`src/rtl/jk_bank_pkg.sv`:
```
// Shared command and FSM encodings for the JK status-flag bank arbiter.
// Pure type definitions: no latency, no flow control.
package jk_bank_pkg;

    typedef enum logic [1:0] {
        HOLD = 2'b00,
        RST  = 2'b01,
        SET  = 2'b10,
        TOG  = 2'b11
    } jk_cmd_t;

    typedef enum logic [1:0] {
        IDLE  = 2'b00,
        APPLY = 2'b01,
        ACK   = 2'b10
    } state_t;

endpackage

```
`src/rtl/jk_cell.sv`:
```
// Single JK flag cell: q updates on the rising edge only while en is high.
// One-cycle update latency; no flow control, the cell holds whenever en is low.
module jk_cell
    import jk_bank_pkg::*;
(
    input  logic clk,
    input  logic reset,
    input  logic en,
    input  logic j,
    input  logic k,
    output logic q,
    output logic qn
);

    always_ff @(posedge clk) begin
        if (reset) begin
            q <= 1'b0;
        end else if (en) begin
            case (jk_cmd_t'({j, k}))
                RST:     q <= 1'b0;
                SET:     q <= 1'b1;
                TOG:     q <= ~q;
                default: q <= q;
            endcase
        end
    end

    assign qn = ~q;

endmodule

```
`src/rtl/jk_bank_arbiter.sv`:
```
// Round-robin arbiter sharing one JK flag bank; IDLE->APPLY->ACK, 3 cycles per command,
// requesters wait by holding req. Optional err output under macro JK_BANK_ERR_EN.
module jk_bank_arbiter
    import jk_bank_pkg::*;
#(
    parameter int NUM_REQ = 4,
    parameter int WIDTH   = 6,
    parameter int ADDR_W  = 3
) (
    input  logic                      clk,
    input  logic                      reset,
    input  logic [NUM_REQ-1:0]        req,
    input  logic [2*NUM_REQ-1:0]      cmd,
    input  logic [ADDR_W*NUM_REQ-1:0] addr,
    output logic [NUM_REQ-1:0]        gnt,
    output logic                      done,
    output logic                      busy,
`ifdef JK_BANK_ERR_EN
    output logic                      err,
`endif
    output logic [WIDTH-1:0]          q,
    output logic [WIDTH-1:0]          qn
);

    localparam int IW = (NUM_REQ > 1) ? $clog2(NUM_REQ) : 1;

    state_t            state, state_nx;
    logic [IW-1:0]     rr_ptr, win, pick;
    logic              found;
    jk_cmd_t           cmd_q;
    logic [1:0]        jk_bits;
    logic [ADDR_W-1:0] addr_q;
    logic [WIDTH-1:0]  cell_en;
    logic              out_of_range;

    // First requester at or after rr_ptr, wrapping around.
    always_comb begin
        pick  = '0;
        found = 1'b0;
        for (int i = 0; i < NUM_REQ; i++) begin
            if (!found && req[(int'(rr_ptr) + i) % NUM_REQ]) begin
                pick  = IW'((int'(rr_ptr) + i) % NUM_REQ);
                found = 1'b1;
            end
        end
    end

    always_ff @(posedge clk) begin
        if (reset) begin
            state  <= IDLE;
            rr_ptr <= '0;
            win    <= '0;
            cmd_q  <= HOLD;
            addr_q <= '0;
        end else begin
            state <= state_nx;
            if (state == IDLE && found) begin
                win    <= pick;
                cmd_q  <= jk_cmd_t'(cmd[2*int'(pick) +: 2]);
                addr_q <= addr[ADDR_W*int'(pick) +: ADDR_W];
            end
            if (state == ACK) begin
                rr_ptr <= (int'(win) == NUM_REQ - 1) ? '0 : win + IW'(1);
            end
        end
    end

    always_comb begin
        state_nx = state;
        gnt      = '0;
        done     = 1'b0;
        busy     = 1'b1;
        case (state)
            IDLE: begin
                busy = 1'b0;
                if (found) state_nx = APPLY;
            end
            APPLY: begin
                gnt      = NUM_REQ'(1) << win;
                state_nx = ACK;
            end
            ACK: begin
                gnt      = NUM_REQ'(1) << win;
                done     = 1'b1;
                state_nx = IDLE;
            end
            default: state_nx = IDLE;
        endcase
    end

    // Out-of-range addresses match no cell, so the command is simply dropped.
    assign out_of_range = int'(addr_q) >= WIDTH;

    always_comb begin
        cell_en = '0;
        for (int i = 0; i < WIDTH; i++) begin
            cell_en[i] = (state == APPLY) && !out_of_range && (int'(addr_q) == i);
        end
    end

`ifdef JK_BANK_ERR_EN
    assign err = done && out_of_range;
`endif

    assign jk_bits = cmd_q;

    for (genvar g = 0; g < WIDTH; g++) begin : g_cell
        jk_cell u_cell (
            .clk   (clk),
            .reset (reset),
            .en    (cell_en[g]),
            .j     (jk_bits[1]),
            .k     (jk_bits[0]),
            .q     (q[g]),
            .qn    (qn[g])
        );
    end

endmodule
```
`config.mk`:
```
export PLATFORM = sky130hd
export DESIGN_NAME = jk_bank_arbiter
export DESIGN_NICKNAME = d
export VERILOG_FILES = /design/src/rtl/jk_bank_pkg.sv /design/src/rtl/jk_cell.sv /design/src/rtl/jk_bank_arbiter.sv
export SDC_FILE = /design/constraint.sdc
export NUM_CORES = 1
export LEC_CHECK = 0
export ABC_AREA = 0
export BUFFER_PORTS_ARGS = -buffer_cell sky130_fd_sc_hd__buf_2
export CAP_MARGIN = 30
export CORE_UTILIZATION = 35
export CTS_CLUSTER_DIAMETER = 80
export DETAILED_ROUTE_END_ITERATION = 7
export PLACE_DENSITY_LB_ADDON = 0.25
export SLEW_MARGIN = 25
export SYNTH_ARGS = -nofsm -noshare
export SYNTH_HDL_FRONTEND = slang
export SYNTH_SLANG_ARGS = --single-unit
```
`constraint.sdc`:
```
create_clock -name clk -period 1.53 [get_ports clk]
set_input_delay 0.153 -clock clk [delete_from_list [all_inputs] [get_ports clk]]
set_output_delay 0.153 -clock clk [all_outputs]
set_load 0.01 [all_outputs]
```
After elaboration in Yosys (flattened, before gate mapping). Cells that the tools add are included.

Add/subtract/negate cells: 4. Multipliers: 1. Magnitude comparators: 5. Eq/ne operators: 12. Shift operators: 3. Multiplexer cells: 31. Bitwise operators: 9. Reduce and logical (&&, ||, !) cells: 28.

Operators by type and width (count): $pmux 1 s3 (6); $mux 1 (13); $eq 3x3->1 const B (4); $lt 3x4->1 const B (3); $mux 2 (6); $reduce_and 2->1 (6); $shiftx 12x5->3 (1); $logic_and 1x1->1 (11); $bmux 1 s2 (4); $reduce_or 2->1 (4); $shiftx 8x4->2 (1); $eq 2x1->1 const B (3); $eq 2x2->1 const B (3); $not 1->1 (6); $add 2x1->2 const B (2); $add 2x2->2 const B (2); $logic_not 1->1 (4); $mul 2x2->4 const A (1); $mux 4 (1); $pmux 2 s2 (1); $shl 1x2->4 const A (1); $and 1x1->1 const A (3); $eq 3x2->1 const B (1); $ge 3x3->1 const B (1); 5 further kinds (5).

Bits in registers: 17. Input port bits: 26. Output and inout port bits: 18. Logic and storage cells: 104.

Logic depth before layout (Yosys ltp).
Depth after elaboration: 16. Depth in mapped cells: 6. Depth with buffers taken out: 6.

Hierarchy. A second synthesis with hierarchy kept.

Cells, all modules: 127. Area, all modules: 1131.1 um2.

Modules (own cells, without submodules): jk_bank_arbiter (times used 1, cells each 97, area an instance 830.8 um2, seq. area each 220.2 um2); jk_cell (times used 6, cells each 5, area an instance 50.0 um2, seq. area each 20.0 um2).

Least setup slack after synthesis. No wires, ideal clock.

Path kind: reg-to-reg. From: reg state[0]. To: reg cmd_q[1]. Library setup time: 0.079 ns. Data arrival time: 1.424 ns. Data required time: 1.451 ns. Path slack: 0.027 ns. Stages on the path, launching flop included: 6. Path buffers: 0. Clock period less this slack: 1.503 ns. Cells stage by stage: dfxtp_1 > inv_1 > ha_1 > o41ai_4 > or4_4 > o221ai_2.

Word-level cells in the longest chain between the ends: 2.

RTL lines: start, declared (RTL line jk_bank_arbiter.sv:27) `state_t state, state_nx;`; start signal, assigned (RTL line jk_bank_arbiter.sv:56) `state <= state_nx;`; $logic_not 2->1 (RTL line jk_bank_arbiter.sv:57) `if (state == IDLE && found) begin`; $logic_and 1x1->1 (RTL line jk_bank_arbiter.sv:57); end signal, assigned (RTL line jk_bank_arbiter.sv:59) `cmd_q <= jk_cmd_t'(cmd[2*int'(pick) +: 2]);`; end, declared (RTL line jk_bank_arbiter.sv:30) `jk_cmd_t cmd_q;`.

Every way passes these cells. A chain may end at the register's enable or synchronous reset.

Worst setup path in the final report.
From: reg rr_ptr[1]. To: reg addr_q[0].

Word-level cells in the longest chain between the ends: 14. Elaborated cells between the ends (all ways): 31. Those cells by class: add/sub: 3; mul: 1; shift: 1; mux: 19; reduce/logical: 7.

RTL lines: start, declared (RTL line jk_bank_arbiter.sv:28) `logic [IW-1:0] rr_ptr, win, pick;`; start signal, assigned (RTL line jk_bank_arbiter.sv:63) `rr_ptr <= (int'(win) == NUM_REQ - 1) ? '0 : win + IW'(1);`; $add 2x1->2 or $bmux 1 s2 (tied branches) (RTL line jk_bank_arbiter.sv:41, jk_bank_arbiter.sv:42); $bmux 1 s2 or $mux 1 (tied branches) (RTL line jk_bank_arbiter.sv:41) `if (!found && req[(int'(rr_ptr) + i) % NUM_REQ]) begin`; $mux 1 (not written as such) (RTL line jk_bank_arbiter.sv:41); $mux 1 (not written as such) or $logic_not 1->1 (tied branches) (RTL line jk_bank_arbiter.sv:41); $logic_and 1x1->1 (RTL line jk_bank_arbiter.sv:41); $mux 1 (RTL line jk_bank_arbiter.sv:41); $logic_not 1->1 (RTL line jk_bank_arbiter.sv:41); $logic_and 1x1->1 (RTL line jk_bank_arbiter.sv:41); $mux 1 (RTL line jk_bank_arbiter.sv:41); $logic_not 1->1 (RTL line jk_bank_arbiter.sv:41); $logic_and 1x1->1 (RTL line jk_bank_arbiter.sv:41); $mux 2 (RTL line jk_bank_arbiter.sv:41); $mul 2x2->4 (RTL line jk_bank_arbiter.sv:60) `addr_q <= addr[ADDR_W*int'(pick) +: ADDR_W];`; $shiftx 12x5->3 (RTL line jk_bank_arbiter.sv:60); end signal, assigned (RTL line jk_bank_arbiter.sv:60); end, declared (RTL line jk_bank_arbiter.sv:32) `logic [ADDR_W-1:0] addr_q;`.

Several ways; a longest one is shown, not always the timed one. The select of a mux whose other input is x is not followed.

==> impl_results.md <==
- Status: finished, final reports clean
- Hold WC Path Type: primary input to register
- Worst-Skew Late Latency: 0.29 ns
- Slowest cell on crit path: or3b_1
- I/O pins: 44
- Inserted Clock Buffers: 3
- RSZ-0062 raised after global routing: true
- Number of diodes: 0
- Layout cells sized above 1: 43.9%
- Commonest non-fill, non-tap cells in the layout: 43 x buf_2, 14 x dfxtp_1, 11 x inv_1, 11 x buf_4, 10 x mux2i_1
- DR vias/cell: 4.85
- Root Buffer: clkbuf_4
- Overall die height: 60.7 um
- Area Overhead vs Synth: 28.5%
- Max transition margin: 76.5%
- Hpwl dp: 2120 um
- Final nets: 216
- Place WS: -0.0598 ns
- Drt first pass iters: 2
- Die Footprint: 3680 um^2
- Cells after synthesis: 136
- # port buffers: 43
- Hold_buf cts: 0
- Leakage: 0.680 nW
- Routed Antenna Nets: 0
- Worst path cell trace: or3b_1 > o221ai_2 > buf_12 > mux2i_1 > o221ai_1
- FMAX: 665 MHz
- WP buf/inv: 1
- CP Max Fanout: 11
- Final GP Congestion: 0.728
- Worst EP required: 1.70 ns
- CP Data Arrival Time: 1.68 ns
- DRC viols: 0
- Syn Nets: 171
- Clock Tree Buf Depth: 2
- Crit path kind: register to register
- Max-cap violations: 0
- Crit path launch type: register
- Overflow after GRT: 0
- Starting DRC count in detailed routing: 18
- Pwr Density: 728 nW/um^2
- # clock sinks: 17
- Crit path max-delay family: simple AND/OR/NAND/NOR gates
- Clock skew: 0.00248 ns
- Starting density of the core: 38.2%
- Sequential fraction of the synthesis area: 28.2%
- First-pass GRT wire length: 4330 um
- Largest net degree at the start of global routing: 19
- Max incr delay on CP: 0.39 ns
- Netlist Area Pre-Place: 1200 um^2
- Row Count: 20
- Tot Pwr: 1.13 mW
- Period utilisation layout: 98.3%
- Distinct cell type count after synthesis: 30
- Maximum vdd ir drop: 305 uV
- Commonest non-fill, non-tap cell in the layout: buf_2
- Share of the synthesized area in the top cell type: 28.2%
- CP Capture Type: register
- CTS tree: built
- Routed WL: 2600 um
- Final-report hold violation count: 0
- Vias in the first global route: 997
- # H-tree levels: 1
- Max-slew violation count: 0
- Reg clk slew, reported paths: 0.11 ns
- Core area: 3150 um^2
- YS warnings: 0
- Fin worst setup slack: 0.0259 ns
- Post-synthesis register bit count: 17
- GR Util All Layers: 15.8%
- Post-DR wirelength/cell: 11.6 um
- Final setup fails: 0
- Final Critical Period: 1.50 ns
- Top cells by area, synth: dfxtp_1 28%, mux2i_1 11%, ha_1 9.3%
- Initial antenna violation count: 0
- Slew of the pin with the lowest slew margin: 0.352 ns
- Dominant cell type by area after synthesis: dfxtp_1
- Syn_area_per_cell: 8.86 um^2
- Via count: 1,087
- Die width: 60.7 um
final timing paths:
check,startpoint,end,slack [ns],cells after the start
setup / recovery,rr_ptr[1]$_SDFFE_PP0P_,addr_q[0]$_SDFFE_PP0P_,0.03,5
hold / removal,cmd[5],cmd_q[1]$_SDFFE_PP0P_,0.15,3
setup reg to reg,rr_ptr[1]$_SDFFE_PP0P_,addr_q[0]$_SDFFE_PP0P_,0.03,5
hold reg to reg,g_cell[5].u_cell.q$_SDFFE_PP0P_,g_cell[5].u_cell.q$_SDFFE_PP0P_,0.49,2
what timing repair did:
item                                    4_1_cts  5_1_grt
endpoints found under the setup margin       10       12
gates resized for setup                       6       11
pin swaps                                     2        2
buffers inserted                              1        0
tightest hold or removal path, stage by stage:
cell and delay, ns:
buf_2 0.08, mux2i_2 0.06, o221ai_2 0.11
layout make-up:
type                       count  area (um^2)
sequential                    17          347
tap                           44         55.1
clock inverter                 1         5.00
fill                         351         1610
inverter                      12         47.5
clock buffer                   3         22.5
multi-input combinational     92          753
timing repair buffer          55          318
cell families after synthesis:
kind of cell | synth area share (%)
adder cells (fa/ha/maj) | 9.35
multiplexers | 11.7
flip-flops | 28.2
AO/OA/AOI/OAI | 16.0
AND/OR/NAND/NOR | 21.2
buffers and inverters | 13.5
power breakdown:
| group | total (mW) | internal, mW | switching, mW |
|---|---|---|---|
| combinational | 0.362 | 0.192 | 0.171 |
| sequential | 0.512 | 0.477 | 0.0355 |
| clock | 0.252 | 0.0972 | 0.155 |
metal layers:
layer,vias to the layer above,track usage (%),share of wire (%)
li1,553,-,-
met1,504,20.3,47
met2,28,26.5,48
met3,2,2.99,4.6
met4,0,5.84,0.54
met5,-,0,0
synth_stat cells:
cell type	number
dfxtp_1	17
mux2i_1	13
buf_4	12
inv_1	12
a21oi_1	10
ha_1	9
nand2_1	9
nand3b_1	6
nor2_1	6
o21ai_0	5
and2_1	4
nand3_1	4
o221ai_1	4
or3_1	4
nand2b_1	3
clkbuf_1	2
o221ai_2	2
or3b_1	2
a21boi_1	1
a311oi_1	1
and2b_1	1
and3b_1	1
buf_12	1
mux2_2	1
nand4_1	1
nor4_1	1
o21ai_2	1
o41ai_4	1
or3_2	1
or4_4	1
sequential cells by signal, indices dropped and copies added, names as in the netlist:
signal,count
g_cell.u_cell.q,6
state,2
rr_ptr,2
win,2
cmd_q,2
addr_q,3
metrics by stage:
step           cells  TNS [ns]  instance area [um^2]  hold slack (ns)  util (%)
3_3_place_gp     219         0                  1450            0.454      46.1
3_5_place_dp     219    -0.115                  1450            0.463      46.1
4_1_cts          224         0                  1500            0.153      47.5
5_1_grt          224   -0.0748                  1550            0.173      49.1
6_report         224         0                  1550            0.148      49.1
2_1_floorplan    136         0                  1200            0.350         -
(Power assumes the default switching activity.)
